<file path="config.mk">
export PLATFORM = sky130hd
export DESIGN_NAME = fdiv_seq_ctrl_flat
export DESIGN_NICKNAME = d
export VERILOG_FILES = /design/src/rtl/fdiv_seq_ctrl_if.sv /design/src/rtl/fdiv_seq_ctrl.sv /design/src/flat_wrapper.sv
export SDC_FILE = /design/constraint.sdc
export NUM_CORES = 1
export LEC_CHECK = 0
export ABC_AREA = 1
export BUFFER_PORTS_ARGS = -buffer_cell sky130_fd_sc_hd__buf_2
export CAP_MARGIN = 10
export CORE_UTILIZATION = 48
export DETAILED_ROUTE_END_ITERATION = 8
export PLACE_DENSITY = 0.78
export SLEW_MARGIN = 0
export SYNTH_ARGS = -nofsm -noshare
export SYNTH_HDL_FRONTEND = slang
export SYNTH_SLANG_ARGS = --single-unit
</file>
<file path="constraint.sdc">
create_clock -name clock -period 1.9 [get_ports clock]
set_input_delay 0.285 -clock clock [delete_from_list [all_inputs] [get_ports clock]]
set_output_delay 0.285 -clock clock [all_outputs]
set_load 0.02 [all_outputs]
</file>
<file path="src/rtl/fdiv_seq_ctrl_if.sv">
// Decode/divider-side signal bundle for the FP divide sequencer.
// master = CPU decode/pipeline side, slave = the sequencer itself.
interface fdiv_seq_ctrl_if;
    logic       fdiv;
    logic [4:0] fd;
    logic       pipe_enable;
    logic [4:0] fs;
    logic [4:0] ft;
    logic       use_fs;
    logic       use_ft;
    logic       div_start;
    logic       div_enable;
    logic       stall;
    logic       busy;
    logic [4:0] count;
    logic       wb_valid;
    logic [4:0] wb_fd;

    modport master (
        output fdiv, fd, pipe_enable, fs, ft, use_fs, use_ft,
        input  div_start, div_enable, stall, busy, count, wb_valid, wb_fd
    );

    modport slave (
        input  fdiv, fd, pipe_enable, fs, ft, use_fs, use_ft,
        output div_start, div_enable, stall, busy, count, wb_valid, wb_fd
    );
endinterface

</file>
<file path="src/rtl/fdiv_seq_ctrl.sv">
// Sequencer for a multi-cycle Newton FP divider: launches a divide, runs the
// fixed iteration phase, drains the exponent/flag pipe and flags writeback.
module fdiv_seq_ctrl #(
    parameter int ITER_CYCLES = 8,
    parameter int PIPE_DEPTH  = 3
) (
    input  logic               clock,
    input  logic               resetn,
    fdiv_seq_ctrl_if.slave     bus,
    output logic [1:0]         dbg_state
);

    typedef enum logic [1:0] {
        S_IDLE  = 2'd0,
        S_ITER  = 2'd1,
        S_DRAIN = 2'd2
    } state_e;

    localparam logic [4:0] ITER_LAST  = 5'(ITER_CYCLES - 1);
    localparam logic [2:0] DRAIN_LAST = 3'(PIPE_DEPTH - 1);

    state_e     state_q, state_d;
    logic [4:0] iter_cnt_q, iter_cnt_d;
    logic [2:0] drain_cnt_q, drain_cnt_d;
    logic [4:0] fd_reg_q, fd_reg_d;

    logic start_c;
    logic wb_c;
    logic den_c;
    logic stall_c;
    logic hazard_c;

    always_ff @(posedge clock or negedge resetn) begin
        if (!resetn) begin
            state_q     <= S_IDLE;
            iter_cnt_q  <= 5'd0;
            drain_cnt_q <= 3'd0;
            fd_reg_q    <= 5'd0;
        end else begin
            state_q     <= state_d;
            iter_cnt_q  <= iter_cnt_d;
            drain_cnt_q <= drain_cnt_d;
            fd_reg_q    <= fd_reg_d;
        end
    end

    always_comb begin
        state_d     = state_q;
        iter_cnt_d  = iter_cnt_q;
        drain_cnt_d = drain_cnt_q;
        fd_reg_d    = fd_reg_q;
        start_c     = 1'b0;
        wb_c        = 1'b0;
        den_c       = 1'b0;
        stall_c     = 1'b0;
        hazard_c    = 1'b0;

        case (state_q)
            S_IDLE: begin
                den_c = bus.pipe_enable;
                // A launch only happens on an advancing pipe; a frozen pipe keeps the divide in decode.
                if (bus.fdiv && bus.pipe_enable) begin
                    start_c    = 1'b1;
                    stall_c    = 1'b1;
                    fd_reg_d   = bus.fd;
                    iter_cnt_d = ITER_LAST;
                    state_d    = S_ITER;
                end
            end

            S_ITER: begin
                // Iteration is self-timed inside the core, so it ignores pipe_enable.
                stall_c = 1'b1;
                if (iter_cnt_q == 5'd0) begin
                    state_d     = S_DRAIN;
                    drain_cnt_d = DRAIN_LAST;
                end else begin
                    iter_cnt_d = iter_cnt_q - 5'd1;
                end
            end

            S_DRAIN: begin
                den_c    = bus.pipe_enable;
                hazard_c = (bus.use_fs && (bus.fs == fd_reg_q)) ||
                           (bus.use_ft && (bus.ft == fd_reg_q));
                stall_c  = bus.fdiv || hazard_c;
                // The drain pipe shares the CPU's enable, so it only moves on advancing cycles.
                if (bus.pipe_enable) begin
                    if (drain_cnt_q == 3'd0) begin
                        wb_c    = 1'b1;
                        state_d = S_IDLE;
                    end else begin
                        drain_cnt_d = drain_cnt_q - 3'd1;
                    end
                end
            end

            default: begin
                state_d = S_IDLE;
            end
        endcase
    end

    // Reset gates the combinational outputs so input activity cannot leak through while held.
    assign bus.div_start  = resetn & start_c;
    assign bus.div_enable = resetn & den_c;
    assign bus.stall      = resetn & stall_c;
    assign bus.wb_valid   = resetn & wb_c;
    assign bus.busy       = resetn & (state_q != S_IDLE);
    assign bus.count      = (state_q == S_ITER) ? iter_cnt_q : 5'd0;
    assign bus.wb_fd      = fd_reg_q;
    assign dbg_state      = state_q;

endmodule

</file>
<file path="src/flat_wrapper.sv">
// flat-port wrapper written by rule: the top's interface ports become plain ports
module fdiv_seq_ctrl_flat 
#(
    parameter int ITER_CYCLES = 8,
    parameter int PIPE_DEPTH  = 3
)
  (clock, resetn, dbg_state, bus_fdiv, bus_fd, bus_pipe_enable, bus_fs, bus_ft, bus_use_fs, bus_use_ft, bus_div_start, bus_div_enable, bus_stall, bus_busy, bus_count, bus_wb_valid, bus_wb_fd);
  fdiv_seq_ctrl_if bus_i ();
  input  logic clock;
  input  logic resetn;
  output logic [1:0] dbg_state;
  input wire logic [$bits(bus_i.fdiv)-1:0] bus_fdiv;
  input wire logic [$bits(bus_i.fd)-1:0] bus_fd;
  input wire logic [$bits(bus_i.pipe_enable)-1:0] bus_pipe_enable;
  input wire logic [$bits(bus_i.fs)-1:0] bus_fs;
  input wire logic [$bits(bus_i.ft)-1:0] bus_ft;
  input wire logic [$bits(bus_i.use_fs)-1:0] bus_use_fs;
  input wire logic [$bits(bus_i.use_ft)-1:0] bus_use_ft;
  output wire logic [$bits(bus_i.div_start)-1:0] bus_div_start;
  output wire logic [$bits(bus_i.div_enable)-1:0] bus_div_enable;
  output wire logic [$bits(bus_i.stall)-1:0] bus_stall;
  output wire logic [$bits(bus_i.busy)-1:0] bus_busy;
  output wire logic [$bits(bus_i.count)-1:0] bus_count;
  output wire logic [$bits(bus_i.wb_valid)-1:0] bus_wb_valid;
  output wire logic [$bits(bus_i.wb_fd)-1:0] bus_wb_fd;
  assign bus_i.fdiv = bus_fdiv;
  assign bus_i.fd = bus_fd;
  assign bus_i.pipe_enable = bus_pipe_enable;
  assign bus_i.fs = bus_fs;
  assign bus_i.ft = bus_ft;
  assign bus_i.use_fs = bus_use_fs;
  assign bus_i.use_ft = bus_use_ft;
  assign bus_div_start = bus_i.div_start;
  assign bus_div_enable = bus_i.div_enable;
  assign bus_stall = bus_i.stall;
  assign bus_busy = bus_i.busy;
  assign bus_count = bus_i.count;
  assign bus_wb_valid = bus_i.wb_valid;
  assign bus_wb_fd = bus_i.wb_fd;
  fdiv_seq_ctrl #(.ITER_CYCLES(ITER_CYCLES), .PIPE_DEPTH(PIPE_DEPTH)) u_core (.clock(clock), .resetn(resetn), .bus(bus_i), .dbg_state(dbg_state));
endmodule
</file>
# Word level (Yosys, flattened, before mapping)
# Index checks and enable logic that the tools add are counted.
# W data, S select, Z words.
# classes
mul	0
n_bitwise	5
reduce_logical	16
muxes	20
n_addsub	2
n_eq_ne	10
magnitude_cmp	0
n_shift	0
n_div	0
# op_table
operator	n
$mux W5	3
$eq A5 B5 Y1	2
$pmux W5 S2	1
$mux W3	3
$mux W2	4
$reduce_and A4 Y1	2
$mux W1	6
$ne A2 B1 Y1 const B	3
$ne A2 B2 Y1 const B	3
$pmux W2 S3	1
$pmux W3 S2	1
$reduce_bool A2 Y1	3
$and A1 B1 Y1	5
$logic_not A5 Y1	1
$sub A5 B1 Y5 const B	1
$logic_and A1 B1 Y1	3
$logic_not A3 Y1	1
$pmux W1 S3	1
$reduce_and A3 Y1	1
$sub A3 B1 Y3 const B	1
$eq A2 B1 Y1 const B	1
$eq A2 B2 Y1 const B	1
$logic_not A2 Y1	1
$logic_or A1 B1 Y1	2
2 further kinds	2
# totals
ramBits	0
romBits	0
n_memories	0
word_cells	57
reg_bits	15
input_bits	21
latch_bits	0
output_inout_bits	17

# Longest topological paths before layout
# Gate-level depths: netlist of the first run.
# depth
ltp_word	6
mapped_depth	9
depth_no_buf	9

# Worst setup path after synthesis of the first run
# OpenSTA, ideal clock, no wires.
# synth_path
kind	register to output
startpoint	register u_core.state_q[0], in the netlist u_core.dbg_state[0]
endpoint	output port bus_wb_valid
setup_slack_ns	-0.095
t_required_ns	1.615
path_buffers	0
path_stages_with_launch	3
arrival_ns	1.710
cell_sequence	dfrtp_1 nor3_1 nor3b_1
# synth_via
elab_chain_cells	3
# synth_rtl
element	line	text
start: declaration	fdiv_seq_ctrl.sv:22	state_e state_q, state_d;
start signal: assignment	fdiv_seq_ctrl.sv:40	state_q <= state_d;
$eq A2 B2 Y1	fdiv_seq_ctrl.sv:58	case (state_q)
$mux W1	fdiv_seq_ctrl.sv:58	
$and A1 B1 Y1	fdiv_seq_ctrl.sv:108	assign bus.wb_valid = resetn & wb_c;
end: declaration	flat_wrapper.sv:24	output wire logic [$bits(bus_i.wb_valid)-1:0] bus_wb_valid;
# No other way between the ends.

# Final worst setup path of the first run
# layout_path
startpoint	register u_core.fd_reg_q[3], in the netlist u_core.bus.wb_fd[3]
endpoint	output port bus_stall
# layout_via
elab_chain_cells	6
elab_cells_between_ends	8
classes_between	2 x eq/ne; 1 x mux; 1 x bitwise; 4 x reduce/logical
# layout_rtl
element	line	text
start: declaration	fdiv_seq_ctrl.sv:25	logic [4:0] fd_reg_q, fd_reg_d;
start signal: assignment	fdiv_seq_ctrl.sv:43	fd_reg_q <= fd_reg_d;
$eq A5 B5 Y1, on equally long branches	fdiv_seq_ctrl.sv:84, fdiv_seq_ctrl.sv:85	
$logic_and A1 B1 Y1, on equally long branches	fdiv_seq_ctrl.sv:84, fdiv_seq_ctrl.sv:85	
$logic_or A1 B1 Y1 *	fdiv_seq_ctrl.sv:84	hazard_c = (bus.use_fs && (bus.fs == fd_reg_q)) ||
$logic_or A1 B1 Y1 *	fdiv_seq_ctrl.sv:86	stall_c = bus.fdiv || hazard_c;
$pmux W1 S3 *	fdiv_seq_ctrl.sv:58	
$and A1 B1 Y1 *	fdiv_seq_ctrl.sv:107	assign bus.stall = resetn & stall_c;
end: declaration	flat_wrapper.sv:21	output wire logic [$bits(bus_i.stall)-1:0] bus_stall;
# Every way passes the cells marked *; elsewhere a longest branch is shown, timed or not.

==> impl_metrics.tcl, run 1 <==
set metrics [dict create \
    outcome "finished, final reports clean" \
    setup_viol 0 \
    core_um2 2000 \
    finalCriticalPeriod_ps 1800 \
    cp-start-kind "register" \
    clock.fmax_ghz 0.554 \
    synthTopCellsByArea "dfrtp_1 (36%), nand2_1 (16%), inv_1 (9.0%)" \
    critPathSlowestCell "dfrtp_1" \
    clock_latency_ps 290 \
    final_nets 221 \
    cts_max_level 1 \
    layout_common_cells "nand2_1 (45), buf_2 (36), inv_1 (25)" \
    crit_path_cell_trace "inv_1 > nand2_1 > nand2_1 > nor2_1 > nand3_1 > nand3_1 > nand2_1 > a21oi_2 > buf_4" \
    skew_ps 0.521 \
    die_x_um 48.7 \
    clk_path_buf_depth 2 \
    vias 1079 \
    drive_gt1_share_pct 31.8 \
    cts_buffers 3 \
    ys_types 22 \
    setup_tns_ps 0 \
    cp.arrival_ps 1520 \
    power_density_nw_per_um2 1350 \
    syn_to_final_growth_pct 27.3 \
    ys_ff_latch 15 \
    rows 16 \
    antenna_found_initial 0 \
    via_per_inst 4.86 \
    tightest_slew_ps 304 \
    p_sw_mw 0.924 \
    path_delay_family "simple AND/OR/NAND/NOR gates" \
    die_h_um 48.7 \
    grt_max_degree 17 \
    worst_path_most_repeated_cell "nand2_1" \
    yosysWarnings 0 \
    cts_root_buffer "clkbuf_4" \
    syn_nets 177 \
    syn_area_um2 1050 \
    wl_per_cell_um 10.8 \
    cts_sinks 15 \
    grt-ovfl-total 0 \
    holdCritPathClass "primary input to register" \
    clkTransAtPathRegs_ps 90 \
    final_area_um2 1330 \
    initial_utilization_pct 52.2 \
    die_area_um2 2370 \
    pin_count 38 \
    rsz0062_at_grt "true" \
    dpl_cell_area_um2 1280 \
    dr.first_iter.drc_count 20 \
    synth_top_area_share_pct 35.9 \
    min_period_over_period_pct 94.9 \
    critPathMaxStageDelay_ps 390 \
    relSlewSlack_pct 79.7 \
    crit_fanout 4 \
    required_ps 1620 \
    path_class "register to output pin" \
    synth_largest_area_cell "dfrtp_1" \
    antenna_cells 0 \
    hold_viol_final 0 \
    drv_slew 0 \
    power_frac_comb_pct 58.3 \
    switching_share_pct 51.3 \
    wirelength_mm 2.39 \
    end_kind "output pin" \
    p_clk_share_pct 10.5 \
    gp_congestion 0.842 \
    utilization_pct 66.5 \
    firstDrtPassIters 4 \
    grt_pass1_wl_mm 4.02 \
    maxCapViolCount 0 \
    p_int_mw 0.876 \
    ant_nets 0 \
    io_buffers 37 \
    post-dp-hpwl_mm 1.88 \
    grt_pass1_vias 1033 \
    p_leak_nw 0.793 \
    synthCells 152 \
    grt_util_all_layers_pct 21.8 \
    syn_area_per_cell_um2 6.88 \
    seqPwrFrac_pct 31.3 \
    drt_drc_violations_left 0 \
    cts_tree "built" \
    yosysSeqAreaShare_pct 35.9 \
    critPathBufInv 2 \
    peakVddDrop_mv 0.762 \
    final_common_cell "nand2_1" \
]
flip-flops by register name, indices dropped and copies added, names as in the netlist:
name and cells:
u_core.bus.wb_fd 5, u_core.drain_cnt_q 3, u_core.dbg_state 2, u_core.iter_cnt_q 5
layer usage:
layer  GRT usage, %  vias up  routed length (um)
met3           2.52        5                 122
met5              0        -                   0
li1               -      551                   -
met2           41.2       37                1200
met4           10.3        0                  37
met1           23.9      486                1030
area by class of cell:
class	count	area, um2
Clock buffer	3	22.5
Clock inverter	1	5.00
Fill cell	174	671
Inverter	29	111
Multi-Input combinational cell	107	571
Sequential cell	15	375
Tap cell	27	33.8
Timing Repair Buffer	40	213
power by group through the flow:
stage / clock network [mW] / registers (mW) / logic [mW]
2_1_floorplan: 0 / 0.641 / 0.674
3_3_place_gp: 0 / 0.555 / 1.00
3_5_place_dp: 0 / 0.563 / 1.03
4_1_cts: 0.190 / 0.557 / 1.04
5_1_grt: 0.206 / 0.581 / 1.17
6_report: 0.189 / 0.563 / 1.05
synth_stat cells:
master / instances
inv_2: 3
nand4_1: 1
nand2_2: 1
a31oi_1: 1
buf_2: 1
nand3_1: 9
nor2_4: 2
dfrtp_1: 15
nor3b_1: 2
nand2_4: 4
inv_4: 1
a21oi_2: 2
inv_1: 25
a21oi_4: 1
ha_1: 4
nand2_1: 45
o21ai_0: 6
nor3_1: 2
a21oi_1: 2
o21ai_1: 4
nor3_2: 1
nor2_1: 20
cell families after synthesis:
| kind of cell | Yosys count | synth area share, % |
|---|---|---|
| and+or+nand+nor | 87 | 38.6 |
| buffers and inverters | 30 | 11.1 |
| AOI/OAI and AO/OA | 16 | 9.57 |
| DFF | 15 | 35.9 |
| adders and majority gates | 4 | 4.78 |
timing repair:
action                                  CTS  global route
setup buffers                             0             0
endpoints found under the hold margin    15             0
gates resized for setup                   0             4
hold buffers                              1             0
endpoints found under the setup margin    0             2
path summary, 6_finish.rpt:
kind                                       from  cells after the start               endpoint  slack, ps
setup / recovery            u_core.bus.wb_fd[3]                      9              bus_stall        100
hold reg to reg            u_core.iter_cnt_q[2]                      1   u_core.iter_cnt_q[2]        540
max in group asynchronous                resetn                      3    u_core.bus.wb_fd[0]       1260
setup reg to reg           u_core.iter_cnt_q[2]                      8  u_core.drain_cnt_q[2]        410
hold / removal                        bus_fd[2]                      3    u_core.bus.wb_fd[2]        200
min in group asynchronous                resetn                      3  u_core.drain_cnt_q[0]        470
stage by stage:
stage	setup slack [ps]	hold slack [ps]	instances	total power [mW]
2_1_floorplan	66.5	-10.6	152	1.31
6_report	96.3	197	222	1.80
5_1_grt	-24.3	211	222	1.95
4_1_cts	39.2	199	222	1.79
3_3_place_gp	419	252	217	1.56
3_5_place_dp	371	254	217	1.59
worst register-to-register path, delay by kind of cell (launching register included):
kind             cells  cell delay, ps
AND/OR/NAND/NOR      7             760
AO/OA/AOI/OAI        1             180
flip-flops           1             440
(Power assumes the default switching activity.)
==> inputs of run 2 (changes only) <==
ABC_AREA = unset   (was 1)
CORE_UTILIZATION = 46   (was 48)
PLACE_DENSITY = 0.77   (was 0.78)
==> run 2 against run 1 <==
The flow now finishes with violations (negative setup slack). Combinational power decreased by 7%. Clock power about the same. Core utilization increased by 2.3 points. Synthesized cell count decreased by 39%. First-iteration DRC count decreased by 40%. Power decreased by 2.1%. Clock-buffer cell count increased by 1. Worst setup slack got worse by 110 ps. Clock skew increased by 1.7 ps. Non-clock buffer count increased by 7. Design area decreased by 7.9%. Hold slack improved by 23 ps. Highest routed layer unchanged.
==> impl_metrics.tcl, run 2 <==
set metrics [dict create \
    outcome "finished, violations left" \
    violations "negative setup slack" \
    grt_util_all_layers_pct 22.2 \
    antenna_found_initial 0 \
    final_common_cell "buf_2" \
    drv_slew 0 \
    ys_types 31 \
    die_h_um 46.5 \
    rsz0062_at_grt "true" \
    drt_drc_violations_left 0 \
    antenna_cells 0 \
    power_density_nw_per_um2 1440 \
    layout_common_cells "buf_2 (36), dfrtp_1 (14), xor2_1 (11)" \
    finalCriticalPeriod_ps 1920 \
    p_leak_nw 0.629 \
    synthCells 92 \
    pre_cts_ws_ps 153 \
    setup_viol 1 \
    die_x_um 46.5 \
    crit_fanout 4 \
    synthTopCellsByArea "dfrtp_1 (41%), xor2_1 (11%), mux2_2 (6.2%)" \
    grt_pass1_wl_mm 3.35 \
    fin_ws_ps -15.4 \
    syn_to_final_growth_pct 34.6 \
    via_per_inst 5.01 \
    vias 827 \
    required_ps 1620 \
    ys_ff_latch 15 \
    dr.first_iter.drc_count 12 \
    end_kind "output pin" \
    rows 15 \
    post-dp-hpwl_mm 1.64 \
    yosysSeqAreaShare_pct 41.2 \
    gp_congestion 0.774 \
    syn_area_per_cell_um2 9.90 \
    wirelength_mm 2.11 \
    clock_latency_ps 290 \
    clkTransAtPathRegs_ps 90 \
    clock.fmax_ghz 0.522 \
    firstDrtPassIters 5 \
    cp-start-kind "register" \
    relSlewSlack_pct 78.0 \
    seqCellArea_um2 377 \
    cp.arrival_ps 1630 \
    grt_pass1_vias 815 \
    yosysWarnings 0 \
    cts_sinks 15 \
    maxCapViolCount 0 \
    synth.most_common_cell "dfrtp_1" \
    final_nets 166 \
    multi_input_area_um2 504 \
    ant_nets 0 \
    grt_max_degree 12 \
    synth_largest_area_cell "dfrtp_1" \
    hold_viol_final 0 \
    holdCritPathClass "primary input to register" \
    die_area_um2 2160 \
    syn_area_um2 911 \
    dp.cells 156 \
    path_class "register to output pin" \
    synth_top_area_share_pct 41.2 \
    synth_edf_count 0 \
    cts_tree "built" \
    drive_gt1_share_pct 41.4 \
    wl_per_cell_um 12.8 \
    final_area_um2 1230 \
    grt-ovfl-total 0 \
    synth_common_cells "dfrtp_1 (15), xor2_1 (11), nor2_1 (6)" \
    min_period_over_period_pct 101 \
    fillers 138 \
    dpl_cell_area_um2 1150 \
    tightest_slew_ps 326 \
    setup_tns_ps -15.4 \
    skew_ps 2.20 \
    cts_max_level 1 \
    layout.cells.non_filler 165 \
    syn_nets 117 \
    io_buffers 37 \
    peakVddDrop_mv 0.931 \
    initial_utilization_pct 51.1 \
    cts_buffers 3 \
    core_um2 1780 \
    clk_path_buf_depth 2 \
    ys.flop_type "dfrtp_1" \
    pin_count 38 \
    cts_root_buffer "clkbuf_4" \
    async_flop_share_pct 100 \
]
## run 2: stage by stage
| step | power, mW | util (%) | hold WS (ps) |
|---|---|---|---|
| floorplan | 1.20 | - | -10.6 |
| global placement | 1.47 | 64.6 | 134 |
| detailed placement | 1.50 | 64.6 | 145 |
| CTS | 1.76 | 68.5 | 220 |
| global route | 1.89 | 68.8 | 225 |
| finish | 1.76 | 68.8 | 220 |
## run 2: cells by family after synthesis
group                      share of synthesized area, %
and+or+nand+nor                                    21.4
DFF                                                41.2
AOI/OAI and AO/OA                                  9.75
xor gates and xnor gates                           12.5
buffers and inverters                              3.43
muxes                                              6.18
adders and majority gates                          5.49
## run 2: critical path, cell delays in order, from the launching register on
cell and delay (ps):
dfrtp_1 440, xor2_1 180, nor4_1 280, nand3_1 120, a21oi_1 160, buf_4 170
## run 2: where the power goes
part | leakage, nW | switching [mW] | internal, mW
Clock | 0.0150 | 0.110 | 0.0818
Combinational | 0.432 | 0.532 | 0.445
Sequential | 0.182 | 0.142 | 0.451
## run 2: final timing paths
check / start / to / slack, ps / cells past startpoint
setup / recovery: u_core.bus.wb_fd[0] / bus_stall / -20 / 5
hold / removal: bus_fd[0] / u_core.bus.wb_fd[0] / 220 / 2
setup reg to reg: u_core.iter_cnt_q[0] / u_core.drain_cnt_q[0] / 130 / 6
hold reg to reg: u_core.drain_cnt_q[0] / u_core.drain_cnt_q[0] / 530 / 1
max in group asynchronous: resetn / u_core.dbg_state[0] / 1170 / 3
min in group asynchronous: resetn / u_core.iter_cnt_q[4] / 380 / 2
## run 2: area by class of cell
type / count / share of cell area [%]
Clock buffer: 4 / 2.14
Inverter: 5 / 1.53
Multi-Input combinational cell: 69 / 41.1
Sequential cell: 15 / 30.7
Tap cell: 25 / 2.55
Timing Repair Buffer: 47 / 21.9
## run 2: timing repair
action	4_1_cts	5_1_grt
hold buffers	1	0
buffers inserted	4	0
endpoints found under the setup margin	1	3
resized for setup	1	2
hold endpoints to repair	5	0
pin swaps	5	1
## run 2: layer usage
layer	routed length, um	track usage, %	share of wire, %
met5	0	0	0
met4	34	10.6	1.6
met3	80	4.31	3.8
met2	1040	37.8	49
met1	953	26.5	45
==> inputs of run 3 (changes only) <==
CTS_BUF_LIST = sky130_fd_sc_hd__clkbuf_16   (was unset)
==> run 3 against run 2 <==
The flow now finishes without violations. Sequential power up 2%. Design area grew 3.1%. Combinational power down 3.6%. First-iteration DRC count decreased by 17%. Critical endpoint unchanged. Largest cell class unchanged. Largest power group unchanged. Highest routed layer unchanged.
==> impl_metrics.tcl, run 3 (same netlist as run 2, synthesis figures left out) <==
set metrics [dict create \
    cp-start-kind "register" \
    peakVddDrop_mv 1.09 \
    wl_met2_mm 1.12 \
    io_buffers 37 \
    clkTransAtPathRegs_ps 50 \
    firstDrtPassIters 4 \
    pin_count 38 \
    holdCritPathClass "primary input to register" \
    relSlewSlack_pct 78.2 \
    layout_common_cells "buf_2 (36), dfrtp_1 (14), xor2_1 (11)" \
    maxCapViolCount 0 \
    wl_met3_um 96 \
    hold_path_end "u_core.bus.wb_fd[0]" \
    setup_viol 0 \
    reg2reg_from "u_core.iter_cnt_q[0]" \
    cts_sinks 15 \
    grt_max_degree 12 \
    rrSetupSlack_ps 100 \
    final_nets 164 \
    utilization_pct 70.9 \
    skew_ps 0.851 \
    switching_share_pct 40.8 \
    path_class "register to output pin" \
    hold_path_depth 2 \
    syn_to_final_growth_pct 38.7 \
    crit_fanout 3 \
    die_x_um 46.5 \
    pre_cts_ws_ps 153 \
    maxUsedRoutingLayer "met4" \
    vias 825 \
    worstRegToRegCells 6 \
    power_frac_comb_pct 48.4 \
    gp_congestion 0.774 \
    clk_path_buf_depth 2 \
    final_common_cell "buf_2" \
    die_area_um2 2160 \
    drv_slew 0 \
    antenna_cells 0 \
    cts_tree "built" \
    antenna_found_initial 0 \
    p_int_mw 1.15 \
    worstHoldStart "bus_fd[0]" \
    via_per_inst 5.06 \
    clock_latency_ps 240 \
    fin_ws_ps 31.6 \
    ant_nets 0 \
    wirelength_mm 2.19 \
    grt_util_all_layers_pct 24.1 \
    end_kind "output pin" \
    wl_per_cell_um 13.4 \
    grt_pass1_wl_mm 3.54 \
    grt-ovfl-total 0 \
    fillers 126 \
    cp.arrival_ps 1580 \
    min_period_over_period_pct 98.3 \
    required_ps 1620 \
    initial_utilization_pct 51.1 \
    hold_slack_ps 273 \
    cts_buffers 3 \
    rows 15 \
    drive_gt1_share_pct 40.6 \
    seqPwrFrac_pct 30.9 \
    dr.first_iter.drc_count 10 \
    tightest_slew_ps 323 \
    outcome "finished, final reports clean" \
    r2r-end "u_core.drain_cnt_q[0]" \
    post-dp-hpwl_mm 1.64 \
    finalCriticalPeriod_ps 1870 \
    cts_max_level 1 \
    hold_viol_final 0 \
    die_h_um 46.5 \
    p_sw_mw 0.795 \
    rsz0062_at_grt "true" \
    m1WireLength_um 943 \
    p_leak_nw 0.646 \
    cts_root_buffer "clkbuf_16" \
    power_density_nw_per_um2 1540 \
    clock.fmax_ghz 0.535 \
    core_um2 1780 \
    grt_pass1_vias 814 \
    drt_drc_violations_left 0 \
    p_clk_share_pct 20.6 \
]
==> run 3: cell count changes in the layout (fill, tap and decap cells not counted) <==
cell | previous run | this run
inv_1 | 5 | 6
buf_4 | 9 | 7
clkbuf_4 | 3 | 0
clkbuf_1 | 1 | 0
clkbuf_16 | 0 | 3
==> run 3: worst max-delay path by stage <==
stage	end	slack, ps	startpoint
global route	bus_stall	-90	u_core.bus.wb_fd[1]
detailed placement	u_core.drain_cnt_q[0]	150	u_core.iter_cnt_q[0]
finish	bus_stall	30	u_core.bus.wb_fd[1]
global placement	u_core.iter_cnt_q[2]	270	u_core.iter_cnt_q[0]
CTS	bus_stall	7	u_core.bus.wb_fd[3]
floorplan	bus_stall	220	u_core.bus.wb_fd[3]
==> run 3: final cells by class <==
cell class                      count  area, um2  area share [%]
Timing Repair Buffer               45        254            20.1
Clock inverter                      1       3.75           0.297
Inverter                            5       18.8            1.49
Clock buffer                        3       75.1            5.94
Tap cell                           25       31.3            2.48
Multi-Input combinational cell     69        504            39.9
Sequential cell                    15        377            29.8
==> run 3: per-stage QoR <==
stage	TNS, ps	total power [mW]	instances	area (um2)
floorplan	0	1.20	92	911
global placement	0	1.47	156	1150
detailed placement	0	1.50	156	1150
CTS	0	1.92	161	1240
global route	-85.6	2.09	163	1260
finish	0	1.95	163	1260
==> run 3: critical path, stage by stage (launching register included) <==
cell,delay (ps)
dfrtp_2,410
xor2_1,150
nor4_1,280
a311oi_1,140
a21oi_1,190
buf_4,170
==> run 3: timing repair <==
item	in CTS	in global routing
hold buffers	1	0
hold endpoints to repair	5	0
resized for setup	0	3
setup buffers	0	2
setup endpoints to repair	0	2
==> run 3: layer usage <==
| metal | vias up | global-route usage, % |
|---|---|---|
| met1 | 391 | 28.3 |
| li1 | 414 | - |
| met2 | 16 | 40.3 |
| met5 | - | 0 |
| met4 | 0 | 12.9 |
| met3 | 4 | 5.49 |
==> run 3: power by group through the flow <==
stage / sequential (mW) / clock, mW / combinational [mW]
floorplan: 0.660 / 0 / 0.540
global placement: 0.598 / 0 / 0.868
detailed placement: 0.609 / 0 / 0.896
CTS: 0.606 / 0.407 / 0.905
global route: 0.623 / 0.424 / 1.05
finish: 0.602 / 0.402 / 0.942
